$ cat config.mk
export PLATFORM = sky130hd
export DESIGN_NAME = bcd_stopwatch_ctr
export DESIGN_NICKNAME = d
export VERILOG_FILES = /design/src/rtl/bcd_stopwatch_ctr.sv
export SDC_FILE = /design/constraint.sdc
export NUM_CORES = 1
export LEC_CHECK = 0
export BUFFER_PORTS_ARGS = -buffer_cell sky130_fd_sc_hd__clkbuf_2
export CAP_MARGIN = 5
export CELL_PAD_IN_SITES_DETAIL_PLACEMENT = 0
export CELL_PAD_IN_SITES_GLOBAL_PLACEMENT = 1
export CORE_MARGIN = 2
export CORE_UTILIZATION = 43
export DETAILED_ROUTE_END_ITERATION = 12
export PLACE_DENSITY = 0.78
export SYNTH_ARGS = -nofsm -noshare
export SYNTH_HDL_FRONTEND = slang
export SYNTH_SLANG_ARGS = --single-unit
$ cat constraint.sdc
create_clock -name clk_5MHz -period 3 [get_ports clk_5MHz]
set_input_delay 0.75 -clock clk_5MHz [delete_from_list [all_inputs] [get_ports clk_5MHz]]
set_output_delay 0.75 -clock clk_5MHz [all_outputs]
set_load 0.02 [all_outputs]
$ cat src/rtl/bcd_stopwatch_ctr.sv
// Multi-digit BCD up/down stopwatch counter with tick prescaler, wrap/saturate
// terminal handling, parallel load and lap (display freeze) capture.
module bcd_stopwatch_ctr #(
    parameter int unsigned TICK_DIV   = 500000,
    parameter int unsigned NUM_DIGITS = 4,
    parameter bit          WRAP       = 1'b1
) (
    input  logic                    clk_5MHz,
    input  logic                    reset,
    input  logic                    start_stop,
    input  logic                    clear,
    input  logic                    up_dn,
    input  logic                    load,
    input  logic [4*NUM_DIGITS-1:0] load_val,
    input  logic                    lap,
    output logic [4*NUM_DIGITS-1:0] digits,
    output logic [4*NUM_DIGITS-1:0] display,
    output logic                    running,
    output logic                    tick,
    output logic                    tc,
    output logic                    lap_hold
);

    localparam int unsigned PreW = $clog2(TICK_DIV);
    localparam int unsigned DigW = 4 * NUM_DIGITS;
    localparam logic [PreW-1:0] PreLast = PreW'(TICK_DIV - 1);

    logic [PreW-1:0] pre_q, pre_d;
    logic [DigW-1:0] digits_q, digits_d;
    logic [DigW-1:0] snap_q, snap_d;
    logic            running_q, running_d;
    logic            tick_q, tick_d;
    logic            tc_q, tc_d;
    logic            lap_hold_q, lap_hold_d;

    logic [DigW-1:0] stepped;
    logic [DigW-1:0] clamped;
    logic            at_term;
    logic            next_term;

    // Ripple carry/borrow through the digits; a carry out of the top digit
    // means every digit was at the terminal value for this direction.
    always_comb begin : bcd_step
        logic       carry;
        logic [3:0] d;
        carry     = 1'b1;
        d         = 4'd0;
        stepped   = digits_q;
        next_term = 1'b1;
        for (int unsigned i = 0; i < NUM_DIGITS; i++) begin
            d = digits_q[4*i +: 4];
            if (carry) begin
                if (up_dn) begin
                    if (d >= 4'd9) begin
                        d = 4'd0;
                    end else begin
                        d     = d + 4'd1;
                        carry = 1'b0;
                    end
                end else begin
                    if (d == 4'd0) begin
                        d = 4'd9;
                    end else begin
                        d     = d - 4'd1;
                        carry = 1'b0;
                    end
                end
            end
            stepped[4*i +: 4] = d;
            if (d != (up_dn ? 4'd9 : 4'd0)) begin
                next_term = 1'b0;
            end
        end
        at_term = carry;
    end

    always_comb begin : load_clamp
        clamped = load_val;
        for (int unsigned i = 0; i < NUM_DIGITS; i++) begin
            if (load_val[4*i +: 4] > 4'd9) begin
                clamped[4*i +: 4] = 4'd9;
            end
        end
    end

    always_comb begin : next_state
        pre_d      = pre_q;
        digits_d   = digits_q;
        snap_d     = snap_q;
        running_d  = running_q ^ start_stop;
        tick_d     = 1'b0;
        tc_d       = 1'b0;
        lap_hold_d = lap_hold_q ^ lap;

        if (clear) begin
            pre_d      = '0;
            digits_d   = '0;
            snap_d     = '0;
            running_d  = 1'b0;
            lap_hold_d = 1'b0;
        end else if (load) begin
            digits_d = clamped;
            pre_d    = '0;
        end else if (running_q) begin
            if (pre_q == PreLast) begin
                pre_d  = '0;
                tick_d = 1'b1;
                if (at_term) begin
                    // Saturating mode holds the terminal value but still flags each step
                    tc_d = 1'b1;
                    if (WRAP) begin
                        digits_d = stepped;
                    end
                end else begin
                    digits_d = stepped;
                    if (!WRAP && next_term) begin
                        tc_d      = 1'b1;
                        running_d = 1'b0;
                    end
                end
            end else begin
                pre_d = pre_q + PreW'(1);
            end
        end

        if (!clear && lap && !lap_hold_q) begin
            snap_d = digits_d;
        end
    end

    always_ff @(posedge clk_5MHz or posedge reset) begin
        if (reset) begin
            pre_q      <= '0;
            digits_q   <= '0;
            snap_q     <= '0;
            running_q  <= 1'b0;
            tick_q     <= 1'b0;
            tc_q       <= 1'b0;
            lap_hold_q <= 1'b0;
        end else begin
            pre_q      <= pre_d;
            digits_q   <= digits_d;
            snap_q     <= snap_d;
            running_q  <= running_d;
            tick_q     <= tick_d;
            tc_q       <= tc_d;
            lap_hold_q <= lap_hold_d;
        end
    end

    assign digits   = digits_q;
    assign display  = lap_hold_q ? snap_q : digits_q;
    assign running  = running_q;
    assign tick     = tick_q;
    assign tc       = tc_q;
    assign lap_hold = lap_hold_q;

endmodule

* After elaboration in Yosys (flattened, before gate mapping)
Index checks and enable logic that the tools add are counted.
** Word-level totals
- Register bits after elaboration :: 55
- Input port bits :: 23
- Output and inout port bits :: 36
- Logic and storage cells :: 93
** Operators by class
- Add/sub/neg operators :: 9
- Order comparisons :: 8
- Equality and inequality tests :: 1
- Mux-type cells :: 56
- Bitwise logic cells :: 2
- Reductions and logical operators :: 10
** Operators with widths (number)
- 16-bit 2-to-1 mux :: 7
- 19-bit 2-to-1 mux :: 4
- 4-bit 2-to-1 mux :: 19
- 1-bit 2-to-1 mux :: 26
- 19-bit by 1-bit adder with 19-bit output, second input constant :: 1
- 19-bit == test, second input constant :: 1
- 4-bit by 1-bit adder with 4-bit output, second input constant :: 4
- 4-bit >= comparator, second input constant :: 4
- 4-bit > comparator, second input constant :: 4
- 4-bit logical NOT :: 4
- 4-bit by 1-bit subtractor with 4-bit output, second input constant :: 4
- 3-bit nonzero test :: 1
- 1-bit logical AND :: 2
- 1-bit logical NOT :: 2
- 2-bit nonzero test :: 1
- 1-bit XOR :: 2

* Depth between registers and ports, before layout
Gate-level depths: netlist (run 1).
- Depth in word-level cells :: 11
- Mapped depth :: 8
- Mapped depth without buffers :: 8

* Least setup slack after synthesis (run 1)
Ideal clock, no wire load.
- Kind :: input to register
- Start point :: in up_dn
- End point :: reg snap_q[9]
- Library setup time :: 0.121 ns
- Data arrival time :: 2.444 ns
- Required time :: 2.879 ns
- Setup slack :: 0.435 ns
- Stages on the path :: 7
- Buffers on the path :: 1
- Path through :: clkbuf_1 nor4b_1 a31oi_1 nor4b_4 mux2i_1 o21ai_1 a22o_1
** Between the ends
- Longest elaborated chain between the ends :: 8
- Elaborated cells between the ends (all ways) :: 10
- Those cells by class :: mux (10)
** Ends and longest elaborated chain
- start: declaration :: line 12 : input logic up_dn,
- 1-bit 2-to-1 mux :: line 53 : if (up_dn) begin
- 1-bit 2-to-1 mux :: line 52 : if (carry) begin
- 4-bit 2-to-1 mux (*) :: line 52
- 16-bit 2-to-1 mux (*) :: line 105 : if (pre_q == PreLast) begin
- 16-bit 2-to-1 mux (*) :: line 104 : end else if (running_q) begin
- 16-bit 2-to-1 mux (*) :: line 101 : end else if (load) begin
- 16-bit 2-to-1 mux (*) :: line 95 : if (clear) begin
- 16-bit 2-to-1 mux (*) :: line 126 : if (!clear && lap && !lap_hold_q) begin
- end signal: assignment :: line 143 : snap_q <= snap_d;
- end: declaration :: line 30 : logic [DigW-1:0] snap_q, snap_d;
Mark *: on every way between the ends. The rest lies on a longest branch, timed or not.
A chain may end at the register's enable or synchronous reset.

* Final worst setup path (run 1)
- Start point :: reg digits_q[5] (netlist: digits[5])
- End point :: reg digits_q[12] (netlist: digits[12])
** Between the ends
- Longest elaborated chain between the ends :: 10
- Elaborated cells between the ends (all ways) :: 12
- Those cells by class :: order compare (1); mux (10); reduce/logical (1)
** Ends and longest elaborated chain
- start: declaration :: line 29 : logic [DigW-1:0] digits_q, digits_d;
- start signal: assignment :: line 142 : digits_q <= digits_d;
- 4-bit >= comparator or 4-bit logical NOT (tied branches) :: line 54, 61
- 1-bit 2-to-1 mux, on equally long branches :: line 54, 61
- 1-bit 2-to-1 mux (*) :: line 53
- 1-bit 2-to-1 mux (*) (2 in series) :: line 52
- 4-bit 2-to-1 mux (*) :: line 52
- 16-bit 2-to-1 mux (*) :: line 105
- 16-bit 2-to-1 mux (*) :: line 104
- 16-bit 2-to-1 mux (*) :: line 101
- 16-bit 2-to-1 mux (*) :: line 95
- via digits_d[12] :: line 29
The timed path passes the listed nets; every way through them passes the cells marked *.

==> results of run 1 <==
[registers in the layout (all words and copies together), names as in the netlist]
register  count
lap_hold      1
snap_q       16
tc            1
running       1
tick          1
pre_q        19
digits       16
[worst max-delay path by stage]
stage            endpoint  slack (ps)  depth (start not counted)
4_1_cts        digits[12]         220                          9
5_1_grt        digits[12]           3                          9
2_1_floorplan   snap_q[9]         430                          7
3_3_place_gp    snap_q[8]         300                          9
3_5_place_dp   digits[12]         240                          9
6_report       digits[12]         170                          9
[cells by family after synthesis]
family	after synthesis	synth area share (%)
AO/OA/AOI/OAI	119	20.3
XOR/XNOR	13	3.07
adder cells (fa/ha/maj)	14	4.73
buffers and inverters	43	4.36
flip-flops	55	37.1
multiplexers	14	4.36
AND/OR/NAND/NOR	179	26.1
[power by group through the flow]
| stage | logic [uW] | clock network (uW) | registers (uW) |
|---|---|---|---|
| after floorplan | 235 | 0 | 820 |
| after global placement | 351 | 0 | 825 |
| after detailed placement | 354 | 0 | 825 |
| after CTS | 355 | 433 | 811 |
| after global routing | 395 | 462 | 817 |
| final | 353 | 421 | 812 |
[metrics by stage]
| stage | area, um^2 | cells | hold slack, ps | total power, uW | setup slack, ps |
|---|---|---|---|---|---|
| after floorplan | 3710 | 437 | 444 | 1050 | 435 |
| after global placement | 4160 | 593 | 464 | 1180 | 296 |
| after detailed placement | 4160 | 593 | 472 | 1180 | 237 |
| after CTS | 4250 | 600 | 494 | 1600 | 218 |
| after global routing | 4250 | 600 | 524 | 1670 | 2.69 |
| final | 4250 | 600 | 483 | 1590 | 166 |
[synthesized netlist by cell type (all sizes together), types with 4 or more instances]
| cell | instances | area (um^2) |
|---|---|---|
| dfrtp | 55 | 1380 |
| nand2 | 48 | 180 |
| o21ai | 48 | 240 |
| nor2 | 36 | 135 |
| a21oi | 25 | 125 |
| clkbuf | 21 | 78.8 |
| inv | 19 | 71.3 |
| ha | 14 | 175 |
| nand3 | 13 | 65.1 |
| nor3 | 11 | 55.1 |
| nand3b | 9 | 67.6 |
| xor2 | 9 | 78.8 |
| a31oi | 8 | 50.1 |
| mux2 | 7 | 78.8 |
| nor2b | 7 | 43.8 |
| nor3b | 7 | 52.6 |
| or3 | 7 | 43.8 |
| mux2i | 6 | 60.1 |
| a32o | 5 | 50.1 |
| nand4 | 5 | 31.3 |
| a22o | 4 | 35.0 |
| a32oi | 4 | 35.0 |
| nand2b | 4 | 25.0 |
| or4 | 4 | 33.8 |
| xnor2 | 4 | 35.0 |
[worst reg2reg max path, delay by kind of cell, from the launching register on]
kind | cells | cell delay [ps]
compound gates | 3 | 910
simple gates | 3 | 700
flops | 1 | 460
buf+inv | 2 | 350
fa+ha+maj | 1 | 320
[cell usage in the layout (no fill, tap or decap), drive strengths merged, types with 6 or more instances in the layout]
cell,n
nor3,11
xor2,9
clkbuf,64
o21ai,48
nand3b,9
mux2,7
nand3,13
dfrtp,55
buf,16
a21oi,25
nor2b,7
a31oi,8
nor3b,7
ha,14
nand2,48
nor2,36
inv,19
mux2i,6
or3,7
[layout make-up]
class	instances	area share [%]
Sequential cell	55	32.4
Clock inverter	1	0.118
Clock buffer	6	1.94
Inverter	20	1.77
Multi-Input combinational cell	339	51.0
Timing Repair Buffer	74	9.66
Tap cell	105	3.09
[per-layer routing]
layer	GRT usage, %	vias up
li1	-	1699
met5	0	-
met3	2.60	8
met1	28.5	1641
met4	4.23	0
met2	36.4	89
==> run_results.csv, run 1 <==
group,metric,value,unit
outcome,status,"finished clean",
sta,fin_crit_sh,94.5,%
floorplanning,initial_core_util,44.7,%
layout,postLayoutCoreUtil,51.2,%
layout,layout-drive-gt1-share,20.0,%
sta,setup_viol,0,
synthesis,yosys_warnings,0,
detailed_routing,drt_iter0_drc,175,
synthesis,yosysSeqAreaShare,37.1,%
sta,tightest_slew,921,ps
clock_tree,cts_resized,0,
min_path,hold_end,"snap_q[1]",
power_and_ir_drop,p_leak,0.00184,uW
grt,grt.total_usage,21.1,%
worst_setup_path,r2r-start,"digits[5]",
detailed_routing,dr.max_layer_used,"met4",
synthesis,synth_nets,474,
detailed_routing,wl_met3,438,um
sta,rsz0062_at_grt,"false",
placed_design,place.port_buffers,58,
detailed_routing,dr_wl_met2,4850,um
min_path,worstHoldStart,"snap_q[1]",
detailed_routing,drtPass1Iterations,4,
clock_tree,ctsHoldBuffers,0,
grt,grt_start_max_net_pins,42,
worst_setup_path,r2r-end,"digits[12]",
clock_tree,cts.clk_slew.worst_paths,100,ps
floorplanning,die-area,9380,um^2
worst_setup_path,crit_type,"reg2reg",
synthesis,synthCells,437,
detailed_routing,wirelength_met1,4350,um
detailed_routing,num_vias,3437,
worst_setup_path,cp_cell_sequence,"inv_1 -> ha_1 -> or3b_2 -> a31oi_1 -> nor4b_4 -> buf_4 -> a21oi_1 -> nor3_1 -> o21ba_2",
sta,finalCriticalPeriod,2830,ps
power_and_ir_drop,seq_power_share,51.2,%
flow_run,cap_violations,0,
worst_setup_path,crit_arrival,3040,ps
detailed_routing,drc_errors,0,
power_and_ir_drop,ir_worst_vdd,0.000189,V
worst_setup_path,worstSetupStartpoint,"digits[5]",
synthesis,async_reset_ff_share,100,%
detailed_routing,antenna_left,0,
floorplanning,ioPinCount,59,
worst_setup_path,slowest_stage,"or3b_2",
sta,maxSlewHeadroom,38.6,%
power_and_ir_drop,combPwrFrac,22.3,%
clock_tree,cts_root_buffer,"clkbuf_8",
synthesis,ys_ff_latch,55,
clock_tree,htree_num_levels,2,
power_and_ir_drop,power_frac_clock,26.6,%
detailed_routing,wl_per_cell,16.2,um
placed_design,hpwl,7040,um
worst_setup_path,reg2reg_setup_slack,170,ps
power_and_ir_drop,p_sw,502,uW
worst_setup_path,cp_max_fo,10,
grt,grt_pass1_wl,16500,um
power_and_ir_drop,power_density,373,nW/um^2
synthesis,ys.flop_type,"dfrtp_1",
floorplanning,core-area,8300,um^2
layout,multi_input_area,2170,um^2
floorplanning,chipWidth,96.8,um
layout,regArea,1380,um^2
sta,finalMaxSlewViolations,0,
layout,syn2layout_area_growth,14.7,%
clock_tree,clkLatencyLatePin,310,ps
floorplanning,rows,33,
min_path,hold_depth,2,
floorplanning,die_y,96.8,um
grt,grt_pass1_vias,3297,
sta,skew,7.85,ps
synthesis,syn_area,3710,um^2
worst_setup_path,worstPathRequired,3200,ps
worst_setup_path,startpoint_type,"register",
placed_design,gp_congestion,0.851,
worst_setup_path,crit_family,"compound AO/OA/AOI/OAI gates",
worst_setup_path,crit_buf_inv,2,
layout,fillers,802,
synthesis,ys_types,65,
clock_tree,postCtsSetupBuffers,0,
worst_setup_path,r2r_cells,9,
synthesis,synth.avg_cell_area,8.48,um^2
power_and_ir_drop,p_sw_share,31.6,%
clock_tree,cts_buffers,5,
clock_tree,ctsLongestPathBuffers,2,
sta,setup_tns,0,ps
detailed_routing,via_per_inst,5.73,
worst_setup_path,worst_setup_path_end_kind,"register",
min_path,worstHoldPathType,"reg2reg",
clock_tree,tritoncts,"done",
worst_setup_path,max_stage_delay,520,ps
grt,grt_overflow_total,0,
synthesis,synth_edf_count,0,
sta,fmax,353,MHz
sta,hold_violations,0,
power_and_ir_drop,p_int,1080,uW
layout,nNetsFinal,532,
clock_tree,clkSinkCount,55,
detailed_routing,routed_wl,9720,um
grt,antenna_found_initial,0,
layout,diodes,0,
Power figures use the tool's default switching activity.
==> inputs of run 2 (changes only) <==
- CORE_ASPECT_RATIO: not set -> 1.5
==> run 2 against run 1 <==
Effect of this change: combinational power grew 4%; worst hold slack worse by 17 ps; first-iteration DRC count down 13%; setup slack better by 77 ps; final cell count up 0.33%; flip-flop and latch count stayed put; clock-buffer cell count unchanged; die area increased by 0.16%; non-clock buffer count is 1 lower; via count increased by 2.9%; largest power group unchanged.
==> run_results.csv, run 2 (same netlist as run 1, synthesis figures left out) <==
group,metric,value,unit
clock_tree,clkLatencyLatePin,290,ps
detailed_routing,antenna_left,0,
worst_setup_path,r2r-end,"snap_q[8]",
worst_setup_path,crit_arrival,2940,ps
layout,final_common_cell,"clkbuf_2",
floorplanning,chipWidth,79.8,um
layout,syn2layout_area_growth,17.2,%
clock_tree,cts_resized,0,
grt,antenna_found_initial,0,
grt,grt_pass1_vias,3418,
layout,nNetsFinal,531,
layout,diodes,0,
floorplanning,core-area,8410,um^2
grt,grt_overflow_total,0,
worst_setup_path,startpoint_type,"register",
floorplanning,die_y,118,um
placed_design,hpwl,7580,um
sta,setup_tns,0,ps
layout,largest_reg_flops,19,
clock_tree,tritoncts,"done",
worst_setup_path,reg2reg_setup_slack,240,ps
sta,finalMaxSlewViolations,0,
sta,setup_viol,0,
worst_setup_path,r2r-start,"digits[4]",
power_and_ir_drop,p_leak,0.00188,uW
floorplanning,rows,41,
sta,finalCriticalPeriod,2760,ps
floorplanning,initial_core_util,44.1,%
grt,grt_start_max_net_pins,56,
clock_tree,htree_num_levels,2,
worst_setup_path,slowest_stage,"or3b_2",
worst_setup_path,crit_type,"reg2reg",
detailed_routing,drt_iter0_drc,152,
floorplanning,ioPinCount,59,
flow_run,cap_violations,0,
worst_setup_path,worstPathRequired,3180,ps
sta,rsz0062_at_grt,"false",
power_and_ir_drop,ir_worst_vdd,0.000214,V
clock_tree,postCtsSetupBuffers,0,
layout,fin_area,4340,um^2
sta,maxSlewHeadroom,63.2,%
sta,fmax,363,MHz
sta,hold_violations,0,
clock_tree,cts_root_buffer,"clkbuf_16",
floorplanning,die-area,9390,um^2
placed_design,place.port_buffers,58,
clock_tree,cts_buffers,5,
worst_setup_path,cp_max_fo,10,
detailed_routing,drtPass1Iterations,5,
grt,grt_pass1_wl,16900,um
clock_tree,ctsLongestPathBuffers,2,
layout,final_cell_mix,"clkbuf_2 (58), dfrtp_1 (55), nand2_1 (48), o21ai_0 (44), nor2_1 (36)",
min_path,worstHoldPathType,"in2async",
sta,fin_crit_sh,91.9,%
worst_setup_path,r2r_cells,9,
detailed_routing,num_vias,3537,
sta,hold_ws,466,ps
detailed_routing,via_per_inst,5.88,
detailed_routing,wl_per_cell,17.3,um
sta,tightest_slew,552,ps
clock_tree,clkSinkCount,55,
worst_setup_path,worst_setup_path_end_kind,"register",
clock_tree,cts.clk_slew.worst_paths,70,ps
grt,grt.total_usage,22.7,%
layout,regMostFlops,"pre_q",
placed_design,gp_congestion,0.882,
clock_tree,ctsHoldBuffers,0,
worst_setup_path,max_stage_delay,520,ps
layout,layout-drive-gt1-share,20.0,%
outcome,status,"finished clean",
sta,skew,7.12,ps
worst_setup_path,cp_cell_sequence,"inv_1 -> ha_1 -> or3b_2 -> a31oi_1 -> nor4b_4 -> buf_4 -> nor3_1 -> a21oi_1 -> a32o_1",
detailed_routing,routed_wl,10400,um
detailed_routing,drc_errors,0,
power_and_ir_drop,power_density,427,nW/um^2
placed_design,dpl_cell_area,4170,um^2
==> run 2: cell types whose count changed in the layout (fill, tap and decap cells not counted) <==
cell / change
bufinv_16: +1
buf_4: -2
buf_12: +1
clkbuf_16: +5
clkbuf_8: -5
==> run 2: layout make-up <==
type	instances	area (um^2)
clock buffer	6	139
multi-input combinational	339	2170
timing repair buffer	73	415
inverter	20	75.1
clock inverter	2	35.0
tap	107	134
fill	828	4070
sequential	55	1380
==> run 2: metrics by stage <==
stage / worst slack (ps) / utilization, % / std cells / power [uW]
2_1_floorplan: 435 / - / 437 / 1050
3_3_place_gp: 332 / 49.6 / 594 / 1180
3_5_place_dp: 284 / 49.6 / 594 / 1190
4_1_cts: 251 / 51.6 / 602 / 1870
5_1_grt: 68.4 / 51.6 / 602 / 1940
6_report: 243 / 51.6 / 602 / 1860
==> run 2: worst max-delay path, delay by kind of cell (launching register included) <==
| family | cells | cell delay (ps) |
|---|---|---|
| AOI/OAI and AO/OA | 3 | 800 |
| adders and majority gates | 1 | 280 |
| buffers and inverters | 2 | 320 |
| DFF | 1 | 480 |
| and+or+nand+nor | 3 | 750 |
==> run 2: layer usage <==
metal	wire, um	track usage, %	up-vias
li1	-	-	1696
met1	4280	27.0	1719
met2	5310	39.7	97
met3	438	3.60	25
met4	363	9.64	0
met5	0	0	-
==> run 2: worst max-delay path by stage <==
| stage | start | end | cells after the start | slack, ps |
|---|---|---|---|---|
| floorplan | up_dn | snap_q[9] | 7 | 430 |
| global placement | up_dn | snap_q[13] | 7 | 330 |
| detailed placement | digits[4] | snap_q[8] | 9 | 280 |
| CTS | digits[4] | snap_q[8] | 9 | 250 |
| global route | digits[4] | digits[12] | 9 | 70 |
| finish | digits[4] | snap_q[8] | 9 | 240 |
==> run 2: power breakdown <==
group | switching (uW) | total (uW) | internal, uW
clock | 269 | 684 | 416
combinational | 229 | 366 | 137
sequential | 38.7 | 805 | 766
total | 537 | 1860 | 1320
==> inputs of run 3 (changes only) <==
==> constraint.sdc (replaced) <==
create_clock -name clk_5MHz -period 3 [get_ports clk_5MHz]
set_input_delay 0.15 -clock clk_5MHz [delete_from_list [all_inputs] [get_ports clk_5MHz]]
set_output_delay 0.15 -clock clk_5MHz [all_outputs]
set_load 0.02 [all_outputs]
==> run 3 against run 2 <==
Effect of this change: register-to-register slack gained 99 ps; final area shrank 0.32%; core utilization shrank 0.16 points; power shrank 3.4%; worst hold slack lost 450 ps; maximum frequency grew 3.7%; first-iteration DRC count grew 42%; sequential share of layout area grew 0.10 points; flip-flop and latch count is the same; setup slack gained 99 ps; routed wire length shrank 2.5%; largest power group unchanged.
==> run_results.csv, run 3 (same netlist as run 1, synthesis figures left out) <==
group,metric,value,unit
clock_tree,cts_resized,0,
layout,layout-drive-gt1-share,20.0,%
sta,fin_crit_sh,88.6,%
layout,fin_area,4330,um^2
power_and_ir_drop,p_leak,0.00187,uW
power_and_ir_drop,power_frac_clock,34.8,%
floorplanning,rows,41,
sta,finalCriticalPeriod,2660,ps
power_and_ir_drop,ir_worst_vdd,0.000302,V
layout,regArea,1380,um^2
detailed_routing,drtPass1Iterations,5,
floorplanning,ioPinCount,59,
layout,largest_reg_flops,19,
power_and_ir_drop,p_sw_share,29.7,%
clock_tree,cts_buffers,5,
placed_design,hpwl,7480,um
sta,setup_tns,0,ps
placed_design,gp_congestion,0.849,
grt,grt.total_usage,22.2,%
placed_design,dp_slack,184,ps
worst_setup_path,startpoint_type,"register",
worst_setup_path,worst_setup_path_end_kind,"register",
clock_tree,tritoncts,"done",
sta,tightest_slew,875,ps
detailed_routing,wl_per_cell,16.8,um
floorplanning,initial_core_util,44.1,%
clock_tree,clkLatencyLatePin,300,ps
layout,final_common_cell,"clkbuf_2",
grt,grt_pass1_wl,16600,um
sta,hold_ws,16.1,ps
grt,grt_overflow_total,0,
sta,maxSlewHeadroom,41.6,%
grt,antenna_found_initial,0,
clock_tree,ctsHoldBuffers,0,
floorplanning,chipWidth,79.8,um
detailed_routing,via_per_inst,5.81,
sta,hold_violations,0,
worst_setup_path,crit_type,"reg2reg",
sta,fmax,376,MHz
detailed_routing,num_vias,3499,
layout,final_cell_mix,"clkbuf_2 (58), dfrtp_1 (55), nand2_1 (48), o21ai_0 (44), nor2_1 (36)",
outcome,status,"finished clean",
layout,nNetsFinal,531,
clock_tree,htree_num_levels,2,
layout,syn2layout_area_growth,16.8,%
sta,rsz0062_at_grt,"false",
placed_design,dpl_cell_area,4150,um^2
detailed_routing,drc_errors,0,
power_and_ir_drop,p_int,1260,uW
power_and_ir_drop,combPwrFrac,20.3,%
sta,finalMaxSlewViolations,0,
floorplanning,die-area,9390,um^2
detailed_routing,routed_wl,10100,um
clock_tree,cts_root_buffer,"clkbuf_16",
sta,setup_viol,0,
grt,grt_start_max_net_pins,42,
worst_setup_path,worstPathRequired,3230,ps
power_and_ir_drop,power_density,414,nW/um^2
grt,grt_pass1_vias,3320,
worst_setup_path,cp_max_fo,5,
clock_tree,cts.clk_slew.worst_paths,70,ps
placed_design,place.port_buffers,58,
worst_setup_path,crit_arrival,2890,ps
sta,skew,9.10,ps
sta,fin_ws,342,ps
layout,fillers,842,
min_path,worstHoldPathType,"in2async",
layout,regMostFlops,"pre_q",
detailed_routing,antenna_left,0,
flow_run,cap_violations,0,
detailed_routing,drt_iter0_drc,216,
power_and_ir_drop,seq_power_share,44.9,%
clock_tree,clkSinkCount,55,
clock_tree,ctsLongestPathBuffers,2,
layout,multi_input_area,2170,um^2
floorplanning,die_y,118,um
layout,diodes,0,
power_and_ir_drop,p_sw,533,uW
floorplanning,core-area,8410,um^2
[run 3: cell types whose count changed in the layout (fill, tap and decap cells not counted)]
| cell | change |
|---|---|
| bufinv_16 | -1 |
| clkbuf_8 | +1 |
| clkinv_2 | -1 |
| clkinvlp_4 | +1 |
[run 3: worst paths after layout]
check	startpoint	endpoint	slack (ps)	cells after the start
worst min-delay path	reset	pre_q[17]	20	2
worst min register to register	snap_q[6]	snap_q[6]	480	2
worst max register to register	pre_q[5]	digits[4]	340	5
worst max-delay path	pre_q[5]	digits[4]	340	5
max in group asynchronous	reset	snap_q[7]	2330	3
min in group clk_5MHz	start_stop	running	100	3
[run 3: metrics by stage]
step | utilization (%) | total power, uW | instances
after floorplan | - | 1050 | 437
after global placement | 49.3 | 1180 | 593
after detailed placement | 49.3 | 1180 | 593
after CTS | 51.2 | 1800 | 601
after global routing | 51.5 | 1870 | 602
final | 51.5 | 1790 | 602
[run 3: critical path: stages, from the launching register on]
cell and delay [ps]:
dfrtp_1 410, or4b_1 550, nor4_1 420, nand4_1 430, o311ai_0 540, and3b_1 240
[run 3: power groups by stage]
stage	registers [uW]	logic, uW	clock network, uW
floorplan	820	235	0
global placement	817	363	0
detailed placement	819	365	0
CTS	805	366	632
global route	810	402	661
finish	805	365	623
[run 3: routing by layer]
| metal | wire length, um | part of all wire (%) | GRT usage (%) |
|---|---|---|---|
| met5 | 0 | 0 | 0 |
| met4 | 276 | 2.7 | 7.94 |
| met3 | 395 | 3.9 | 3.53 |
| met2 | 5140 | 51 | 37.7 |
| met1 | 4320 | 43 | 28.3 |
[run 3: timing repair]
action,4_1_cts,5_1_grt
buffers inserted,0,1
endpoints found under the setup margin,0,8
hold endpoints to repair,0,0
[run 3: final cells by class]
| class | instances | share of cell area (%) |
|---|---|---|
| sequential | 55 | 31.8 |
| inverter | 20 | 1.73 |
| clock buffer | 7 | 3.53 |
| multi-input combinational | 339 | 50.1 |
| clock inverter | 1 | 0.173 |
| timing repair buffer | 73 | 9.60 |
| tap | 107 | 3.09 |
